File: src/rtl/multi_cycle_control_pkg.sv
// Shared state encodings, opcode constants and control-word layout for the
// multi-cycle processor control unit.
package multi_cycle_control_pkg;

  localparam logic [3:0] S_FETCH  = 4'd0;
  localparam logic [3:0] S_DECODE = 4'd1;
  localparam logic [3:0] S_MEMADR = 4'd2;
  localparam logic [3:0] S_MEMRD  = 4'd3;
  localparam logic [3:0] S_MEMWB  = 4'd4;
  localparam logic [3:0] S_MEMWR  = 4'd5;
  localparam logic [3:0] S_EXEC   = 4'd6;
  localparam logic [3:0] S_RWB    = 4'd7;
  localparam logic [3:0] S_BRANCH = 4'd8;
  localparam logic [3:0] S_ADDIEX = 4'd9;
  localparam logic [3:0] S_ADDIWB = 4'd10;
  localparam logic [3:0] S_JUMP   = 4'd11;
  localparam logic [3:0] S_HALT   = 4'd12;

  localparam logic [5:0] OP_RTYPE = 6'b000000;
  localparam logic [5:0] OP_LW    = 6'b100011;
  localparam logic [5:0] OP_SW    = 6'b101011;
  localparam logic [5:0] OP_BEQ   = 6'b000100;
  localparam logic [5:0] OP_ADDI  = 6'b001000;
  localparam logic [5:0] OP_J     = 6'b000010;

  typedef struct packed {
    logic       pc_write;
    logic       pc_write_cond;
    logic       iord;
    logic       mem_read;
    logic       mem_write;
    logic       ir_write;
    logic       mem_to_reg;
    logic       reg_write;
    logic       reg_dst;
    logic       alu_src_a;
    logic [1:0] alu_src_b;
    logic [1:0] alu_op;
    logic [1:0] pc_source;
    logic       halted;
  } ctrl_word_t;

  function automatic logic is_legal_op(input logic [5:0] op);
    return (op == OP_RTYPE) || (op == OP_LW) || (op == OP_SW) ||
           (op == OP_BEQ) || (op == OP_ADDI) || (op == OP_J);
  endfunction

endpackage

File: src/rtl/multi_cycle_control_decode.sv
// Combinational map from FSM state to datapath control word; only FETCH
// looks at mem_ready (IR load and PC increment complete with the read).
module mc_ctrl_decode
  import multi_cycle_control_pkg::*;
(
  input  logic [3:0]  state,
  input  logic        mem_ready,
  output ctrl_word_t  ctrl
);

  always_comb begin
    ctrl = '0;
    case (state)
      S_FETCH: begin
        ctrl.mem_read  = 1'b1;
        ctrl.alu_src_b = 2'b01;
        ctrl.ir_write  = mem_ready;
        ctrl.pc_write  = mem_ready;
      end
      S_DECODE: ctrl.alu_src_b = 2'b11;
      S_MEMADR: begin
        ctrl.alu_src_a = 1'b1;
        ctrl.alu_src_b = 2'b10;
      end
      S_MEMRD: begin
        ctrl.iord     = 1'b1;
        ctrl.mem_read = 1'b1;
      end
      S_MEMWB: begin
        ctrl.mem_to_reg = 1'b1;
        ctrl.reg_write  = 1'b1;
      end
      S_MEMWR: begin
        ctrl.iord      = 1'b1;
        ctrl.mem_write = 1'b1;
      end
      S_EXEC: begin
        ctrl.alu_src_a = 1'b1;
        ctrl.alu_op    = 2'b10;
      end
      S_RWB: begin
        ctrl.reg_dst   = 1'b1;
        ctrl.reg_write = 1'b1;
      end
      S_BRANCH: begin
        ctrl.alu_src_a     = 1'b1;
        ctrl.alu_op        = 2'b01;
        ctrl.pc_source     = 2'b01;
        ctrl.pc_write_cond = 1'b1;
      end
      S_ADDIEX: begin
        ctrl.alu_src_a = 1'b1;
        ctrl.alu_src_b = 2'b10;
      end
      S_ADDIWB: ctrl.reg_write = 1'b1;
      S_JUMP: begin
        ctrl.pc_source = 2'b10;
        ctrl.pc_write  = 1'b1;
      end
      S_HALT:  ctrl.halted = 1'b1;
      default: ctrl = '0;
    endcase
  end

endmodule

File: src/rtl/multi_cycle_control.sv
// Multi-cycle MIPS-style control unit: state register, next-state logic and
// retired-instruction counter; control strobes come from mc_ctrl_decode.
module multi_cycle_control
  import multi_cycle_control_pkg::*;
#(
  parameter bit HALT_ON_ILLEGAL = 1'b1
) (
  input  logic        clk,
  input  logic        rst,
  input  logic [5:0]  opcode,
  input  logic        mem_ready,
  input  logic        zero,
  output logic        pc_write,
  output logic        pc_write_cond,
  output logic        iord,
  output logic        mem_read,
  output logic        mem_write,
  output logic        ir_write,
  output logic        mem_to_reg,
  output logic        reg_write,
  output logic        reg_dst,
  output logic        alu_src_a,
  output logic [1:0]  alu_src_b,
  output logic [1:0]  alu_op,
  output logic [1:0]  pc_source,
  output logic        pc_en,
  output logic [3:0]  state,
  output logic        halted,
  output logic [31:0] retired
);

  logic [3:0]  state_q;
  logic [3:0]  state_d;
  logic [31:0] retired_q;
  logic        retire;
  ctrl_word_t  ctrl;

  mc_ctrl_decode u_decode (
    .state     (state_q),
    .mem_ready (mem_ready),
    .ctrl      (ctrl)
  );

  always_comb begin
    state_d = state_q;
    retire  = 1'b0;
    case (state_q)
      S_FETCH:  state_d = mem_ready ? S_DECODE : S_FETCH;
      S_DECODE: begin
        case (opcode)
          OP_LW, OP_SW: state_d = S_MEMADR;
          OP_RTYPE:     state_d = S_EXEC;
          OP_BEQ:       state_d = S_BRANCH;
          OP_ADDI:      state_d = S_ADDIEX;
          OP_J:         state_d = S_JUMP;
          default: begin
            state_d = HALT_ON_ILLEGAL ? S_HALT : S_FETCH;
            retire  = !HALT_ON_ILLEGAL;
          end
        endcase
      end
      S_MEMADR: state_d = (opcode == OP_LW) ? S_MEMRD : S_MEMWR;
      S_MEMRD:  state_d = mem_ready ? S_MEMWB : S_MEMRD;
      S_MEMWB: begin
        state_d = S_FETCH;
        retire  = 1'b1;
      end
      S_MEMWR: begin
        state_d = mem_ready ? S_FETCH : S_MEMWR;
        retire  = mem_ready;
      end
      S_EXEC:   state_d = S_RWB;
      S_ADDIEX: state_d = S_ADDIWB;
      S_RWB, S_BRANCH, S_ADDIWB, S_JUMP: begin
        state_d = S_FETCH;
        retire  = 1'b1;
      end
      S_HALT:   state_d = S_HALT;
      default:  state_d = S_FETCH;
    endcase
  end

  always_ff @(posedge clk or negedge rst) begin
    if (!rst) begin
      state_q   <= S_FETCH;
      retired_q <= '0;
    end else begin
      state_q <= state_d;
      if (retire) retired_q <= retired_q + 32'd1;
    end
  end

  // Side-effecting strobes are held off for the whole reset interval.
  assign pc_write      = ctrl.pc_write      & rst;
  assign pc_write_cond = ctrl.pc_write_cond & rst;
  assign mem_read      = ctrl.mem_read      & rst;
  assign mem_write     = ctrl.mem_write     & rst;
  assign ir_write      = ctrl.ir_write      & rst;
  assign reg_write     = ctrl.reg_write     & rst;
  assign iord          = ctrl.iord;
  assign mem_to_reg    = ctrl.mem_to_reg;
  assign reg_dst       = ctrl.reg_dst;
  assign alu_src_a     = ctrl.alu_src_a;
  assign alu_src_b     = ctrl.alu_src_b;
  assign alu_op        = ctrl.alu_op;
  assign pc_source     = ctrl.pc_source;
  assign halted        = ctrl.halted;
  assign pc_en         = pc_write | (pc_write_cond & zero);
  assign state         = state_q;
  assign retired       = retired_q;

endmodule
File: config.mk
export PLATFORM = sky130hd
export DESIGN_NAME = multi_cycle_control
export DESIGN_NICKNAME = d
export VERILOG_FILES = /design/src/rtl/multi_cycle_control_pkg.sv /design/src/rtl/multi_cycle_control_decode.sv /design/src/rtl/multi_cycle_control.sv
export SDC_FILE = /design/constraint.sdc
export NUM_CORES = 1
export LEC_CHECK = 0
export ABC_AREA = 1
export BUFFER_PORTS_ARGS = -buffer_cell sky130_fd_sc_hd__buf_4
export CORE_ASPECT_RATIO = 0.7
export CORE_MARGIN = 4
export CORE_UTILIZATION = 30
export DETAILED_ROUTE_END_ITERATION = 16
export HOLD_SLACK_MARGIN = 0.02
export MAX_ROUTING_LAYER = met4
export PLACE_DENSITY_LB_ADDON = 0.05
export SLEW_MARGIN = 25
export SYNTH_ARGS = -nofsm -noshare
export SYNTH_HDL_FRONTEND = slang
export SYNTH_HIERARCHICAL = 1
export SYNTH_SLANG_ARGS = --single-unit
File: constraint.sdc
create_clock -name clk -period 4.8 [get_ports clk]
set_clock_uncertainty 0.2 [all_clocks]
set_input_delay 0.48 -clock clk [delete_from_list [all_inputs] [get_ports clk]]
set_output_delay 0.48 -clock clk [all_outputs]
set_load 0.02 [all_outputs]
# --- Word level (Yosys, flattened, before mapping) ---
# Cells that the tools add are included.
# W data, S select, Z words.
word_totals:
  elab_cells: 58
  output_inout_bits: 54
  inputBits: 10
  reg_bits: 36
op_classes:
  n_reduce_logical: 9
  n_addsub: 1
  n_eq_ne: 17
  bitwise_logic: 8
  n_mux: 21
op_table:
  columns: ["cell", "count"]
  rows:
  - ["$add A32 B1 Y32 const B", 1]
  - ["$pmux W4 S8", 1]
  - ["$eq A4 B4 Y1 const B", 5]
  - ["$pmux W4 S5", 1]
  - ["$eq A4 B3 Y1 const B", 4]
  - ["$eq A6 B6 Y1 const B", 2]
  - ["$mux W1", 11]
  - ["$mux W3", 3]
  - ["$eq A4 B2 Y1 const B", 2]
  - ["$pmux W2 S2", 2]
  - ["$reduce_or A2 Y1", 4]
  - ["$and A1 B1 Y1", 7]
  - ["$eq A6 B2 Y1 const B", 1]
  - ["$eq A6 B3 Y1 const B", 1]
  - ["$eq A6 B4 Y1 const B", 1]
  - ["$logic_not A6 Y1", 1]
  - ["$pmux W2 S3", 1]
  - ["$reduce_or A5 Y1", 1]
  - ["$eq A4 B1 Y1 const B", 1]
  - ["$logic_not A4 Y1", 1]
  - ["$pmux W1 S2", 2]
  - ["$reduce_or A4 Y1", 1]
  - ["$reduce_or A3 Y1", 1]
  - ["$or A1 B1 Y1", 1]

# --- Depth between registers and ports, before layout ---
logic_depth:
  depth_word: 5
  ltp_mapped: 10
  ltp_nobuf: 10

# --- Hierarchy ---
# The synthesis kept the hierarchy.
modules_own_cells:
  columns: ["module", "seq_area_each_um2", "instances", "cells_each", "area_per_inst_um2"]
  rows:
  - ["multi_cycle_control", 900.9, 1, 389, 2479.9]
  - ["mc_ctrl_decode", 0.0, 1, 41, 177.7]

# --- Worst setup path after synthesis ---
# Ideal clock, no wire load.
synth_timing:
  path_type: "reg2out"
  start: "register state_q[1] (netlist: state[1])"
  end: "output port pc_en"
  setup_slack_ns: 2.360
  required_ns: 4.120
  path_stages_with_launch: 9
  path_buffers: 1
  t_arrival_ns: 1.760
  cell_sequence: "dfrtp_1 -> nor2_1 -> inv_2 -> nor2_1 -> buf_4 -> nand2_1 -> inv_1 -> nand2_1 -> nand2_1"
synth_lines:
  columns: ["item", "line", "rtl"]
  rows:
  - ["start: declaration", "multi_cycle_control.sv:32", "logic [3:0] state_q;"]
  - ["start signal: assignment", "multi_cycle_control.sv:88", "state_q <= state_d;"]
  - ["end: declaration", "multi_cycle_control.sv:26", "output logic pc_en,"]

# --- Worst setup path after layout ---
layout_timing:
  start: "input port rst"
  end: "output port pc_en"
layout_via:
  elab_chain_len: 3
  word_cells_on_any_way: 4
  cone_classes: "4 x bitwise"
layout_rtl:
  columns: ["item", "line", "rtl"]
  rows:
  - ["start: declaration", "multi_cycle_control.sv:9", "input logic rst,"]
  - ["$and A1 B1 Y1", "multi_cycle_control.sv:95", "assign pc_write_cond = ctrl.pc_write_cond & rst;"]
  - ["$and A1 B1 Y1", "multi_cycle_control.sv:108", "assign pc_en = pc_write | (pc_write_cond & zero);"]
  - ["$or A1 B1 Y1 *", "multi_cycle_control.sv:108", null]
# Mark *: on every way between the ends. The rest lies on a longest branch, timed or not.

==> impl_metrics.env <==
export IMPL_outcome="finished clean"
export IMPL_drive_above_1_share_pct=18.8
export IMPL_start_util_pct=31.1
export IMPL_slew_headroom_pct=64.6
export IMPL_ios=64
export IMPL_r2r_cells=8
export IMPL_drc_errors=0
export IMPL_cts_resized_gates=0
export IMPL_clock_latency_ns=0.28
export IMPL_drv_slew=0
export IMPL_powerDensity_nw_per_um2=389
export IMPL_slowest_stage="dlygate4sd3_1"
export IMPL_syn_area_per_cell_um2=6.18
export IMPL_utilization_pct=39.4
export IMPL_r2r_setup_slack_ns=2.65
export IMPL_ant_nets=0
export IMPL_row_count=28
export IMPL_power_leakage_nw=1.71
export IMPL_cts_setup_buffers=0
export IMPL_endpoint_kind="output pin"
export IMPL_crit_path_max_incr_delay_ns=0.53
export IMPL_hpwlAfterDp_um=5900
export IMPL_seqPwrFrac_pct=31.1
export IMPL_netSwitchingFraction_pct=43.3
export IMPL_cp_start_kind="input pin"
export IMPL_cp_arrival_ns=1.90
export IMPL_vias_per_cell=4.36
export IMPL_path_cells="dlygate4sd3_1 -> buf_4 -> nand2_1 -> inv_1 -> nand2_1 -> nand2_1 -> buf_4"
export IMPL_syn_to_final_growth_pct=26.7
export IMPL_vias=2680
export IMPL_crit_fanout=42
export IMPL_combPwrFrac_pct=43.7
export IMPL_port_buffers=63
export IMPL_clock_path_buffers=2
export IMPL_syn_area_um2=2660
export IMPL_cts_sinks=36
export IMPL_p_clk_share_pct=25.2
export IMPL_diodes=0
export IMPL_drt_pass1_iter_count=5
export IMPL_r2r_end="retired[16]$_DFFE_PN0P_"
export IMPL_die_h_um=86.7
export IMPL_ys_seq_area_share_pct=33.9
export IMPL_worstReg2RegStart="state[1]$_DFF_PN0_"
export IMPL_fin_setup_tns_ns=0
export IMPL_dieArea_um2=10500
export IMPL_max_freq_mhz=388
export IMPL_clk_pin_slew_ns=0.05
export IMPL_drt_iter0_drc=148
export IMPL_antenna_found_initial=0
export IMPL_setup_viol=0
export IMPL_cts_root_buf="clkbuf_16"
export IMPL_track_usage_pct=15.1
export IMPL_finalHoldViolations=0
export IMPL_cap_violations=0
export IMPL_nets=505
export IMPL_gp_congestion=0.885
export IMPL_core_area_um2=8550
export IMPL_drt_wl_total_um=7450
export IMPL_worstPathRequired_ns=4.12
export IMPL_grt_overflow=0
export IMPL_fillers=955
export IMPL_grt_start_max_net_pins=44
export IMPL_grt_pass1_wl_um=12000
export IMPL_cpMostUsedCell="nand2_1"
export IMPL_synth_warning_count=6
export IMPL_synthCells=430
export IMPL_layout_common_cells="171 x nand2_1, 66 x nor2_1, 63 x buf_4, 57 x inv_1, 36 x dfrtp_1"
export IMPL_die_w_um=120
export IMPL_p_int_w=0.000741
export IMPL_routedWlPerCell_um=12.1
export IMPL_rsz0062_at_grt="false"
export IMPL_vdd_drop_max_mv=0.134
export IMPL_ys_ff_latch=36
export IMPL_htreeDepth=2
export IMPL_tritoncts="yes"
export IMPL_first_global_vias=2408
export IMPL_period_share_pct=53.7
export IMPL_hp_class="in -> reg"
export IMPL_worstHoldStart="opcode[3]"
export IMPL_worst_setup_path_type="in -> out"
export IMPL_yosysUniqueCellTypes=25
export IMPL_p_sw_w=0.000567
export IMPL_min_to="state[2]$_DFF_PN0_"
export IMPL_cts_made_buffers=5
export IMPL_fin_crit_ns=2.58
export IMPL_syn_nets=441
export IMPL_final_common_cell="nand2_1"
export IMPL_worst_slew_pin_slew_ns=0.531
export IMPL_whs_path_depth=3
==> routing by layer <==
| metal | vias up | track usage [%] | share of wire (%) |
|---|---|---|---|
| li1 | 1434 | - | - |
| met1 | 1178 | 22.9 | 56 |
| met2 | 60 | 19.5 | 37 |
| met3 | 8 | 3.13 | 5.2 |
| met4 | 0 | 4.63 | 1.2 |
| met5 | - | - | 0 |
==> cell usage after synthesis <==
library cell | n | area share (%)
nand2_1 | 171 | 24
nor2_1 | 66 | 9.3
inv_1 | 57 | 8.1
dfrtp_1 | 36 | 34
nand3_1 | 26 | 4.9
nand4_1 | 10 | 2.4
nand2_2 | 9 | 2.1
nor2_2 | 8 | 1.9
o21ai_0 | 8 | 1.5
xnor2_1 | 8 | 2.6
xor2_1 | 6 | 2.0
a21oi_1 | 4 | 0.75
nor3_1 | 4 | 0.75
buf_4 | 3 | 0.85
inv_2 | 3 | 0.42
buf_6 | 2 | 0.85
a21boi_1 | 1 | 0.28
buf_12 | 1 | 0.75
buf_2 | 1 | 0.19
ha_1 | 1 | 0.47
nand2_4 | 1 | 0.42
nand3_2 | 1 | 0.38
nand3b_1 | 1 | 0.28
nor2_4 | 1 | 0.42
nor3_2 | 1 | 0.38
==> registers in the layout (all words and copies together) (netlist names) <==
signal   count
retired     32
state        4
==> worst max-delay path, delay by kind of cell <==
family | cells | cell delay, ns
buffers and inverters | 4 | 1.22
AND/OR/NAND/NOR | 3 | 0.20
==> how the worst max path moves through the flow <==
stage	startpoint	endpoint	slack (ns)	cells after the start
floorplan	state[1]$_DFF_PN0_	pc_en	2.36	8
global placement	state[1]$_DFF_PN0_	retired[30]$_DFFE_PN0P_	2.71	8
detailed placement	state[1]$_DFF_PN0_	retired[25]$_DFFE_PN0P_	2.64	8
CTS	rst	pc_en	2.15	7
global route	rst	pc_en	2.04	7
finish	rst	pc_en	2.22	7
==> timing repair <==
| action | 4_1_cts | 5_1_grt |
|---|---|---|
| hold buffers | 1 | 0 |
| hold endpoints to repair | 36 | 0 |
| endpoints found under the setup margin | 0 | 0 |
==> final cells by class <==
class | instances | area (um2) | area share (%)
inverters | 60 | 225 | 6.69
multi-input cells | 327 | 1460 | 43.4
clock buffers | 8 | 146 | 4.35
flip-flops and latches | 36 | 901 | 26.8
repair buffers | 64 | 483 | 14.3
well taps | 120 | 150 | 4.46
==> through the flow <==
step	std cells	instance area, um2	total power (W)	hold WS, ns	setup slack, ns
floorplan	430	2660	0.000837	-0.0156	2.36
global placement	606	3210	0.000988	0.313	2.71
detailed placement	606	3210	0.000988	0.307	2.64
CTS	615	3370	0.00133	0.291	2.15
global route	615	3370	0.00140	0.298	2.04
finish	615	3370	0.00131	0.303	2.22
==> power by group through the flow <==
stage          registers [W]  logic, W  clock network, W
2_1_floorplan       0.000442  0.000395                 0
4_1_cts             0.000408  0.000577          0.000342
6_report            0.000407  0.000572          0.000330
3_3_place_gp        0.000411  0.000577                 0
5_1_grt             0.000418  0.000628          0.000355
3_5_place_dp        0.000413  0.000576                 0
==> logic make-up after synthesis <==
group,count (synthesis),synth area share [%]
adder cells (fa/ha/maj),1,0.471
XOR/XNOR,14,4.61
buffers and inverters,67,11.1
AO/OA/AOI/OAI,13,2.54
AND/OR/NAND/NOR,299,47.4
flip-flops,36,33.9
No activity file was read; power rests on OpenSTA's default activity.
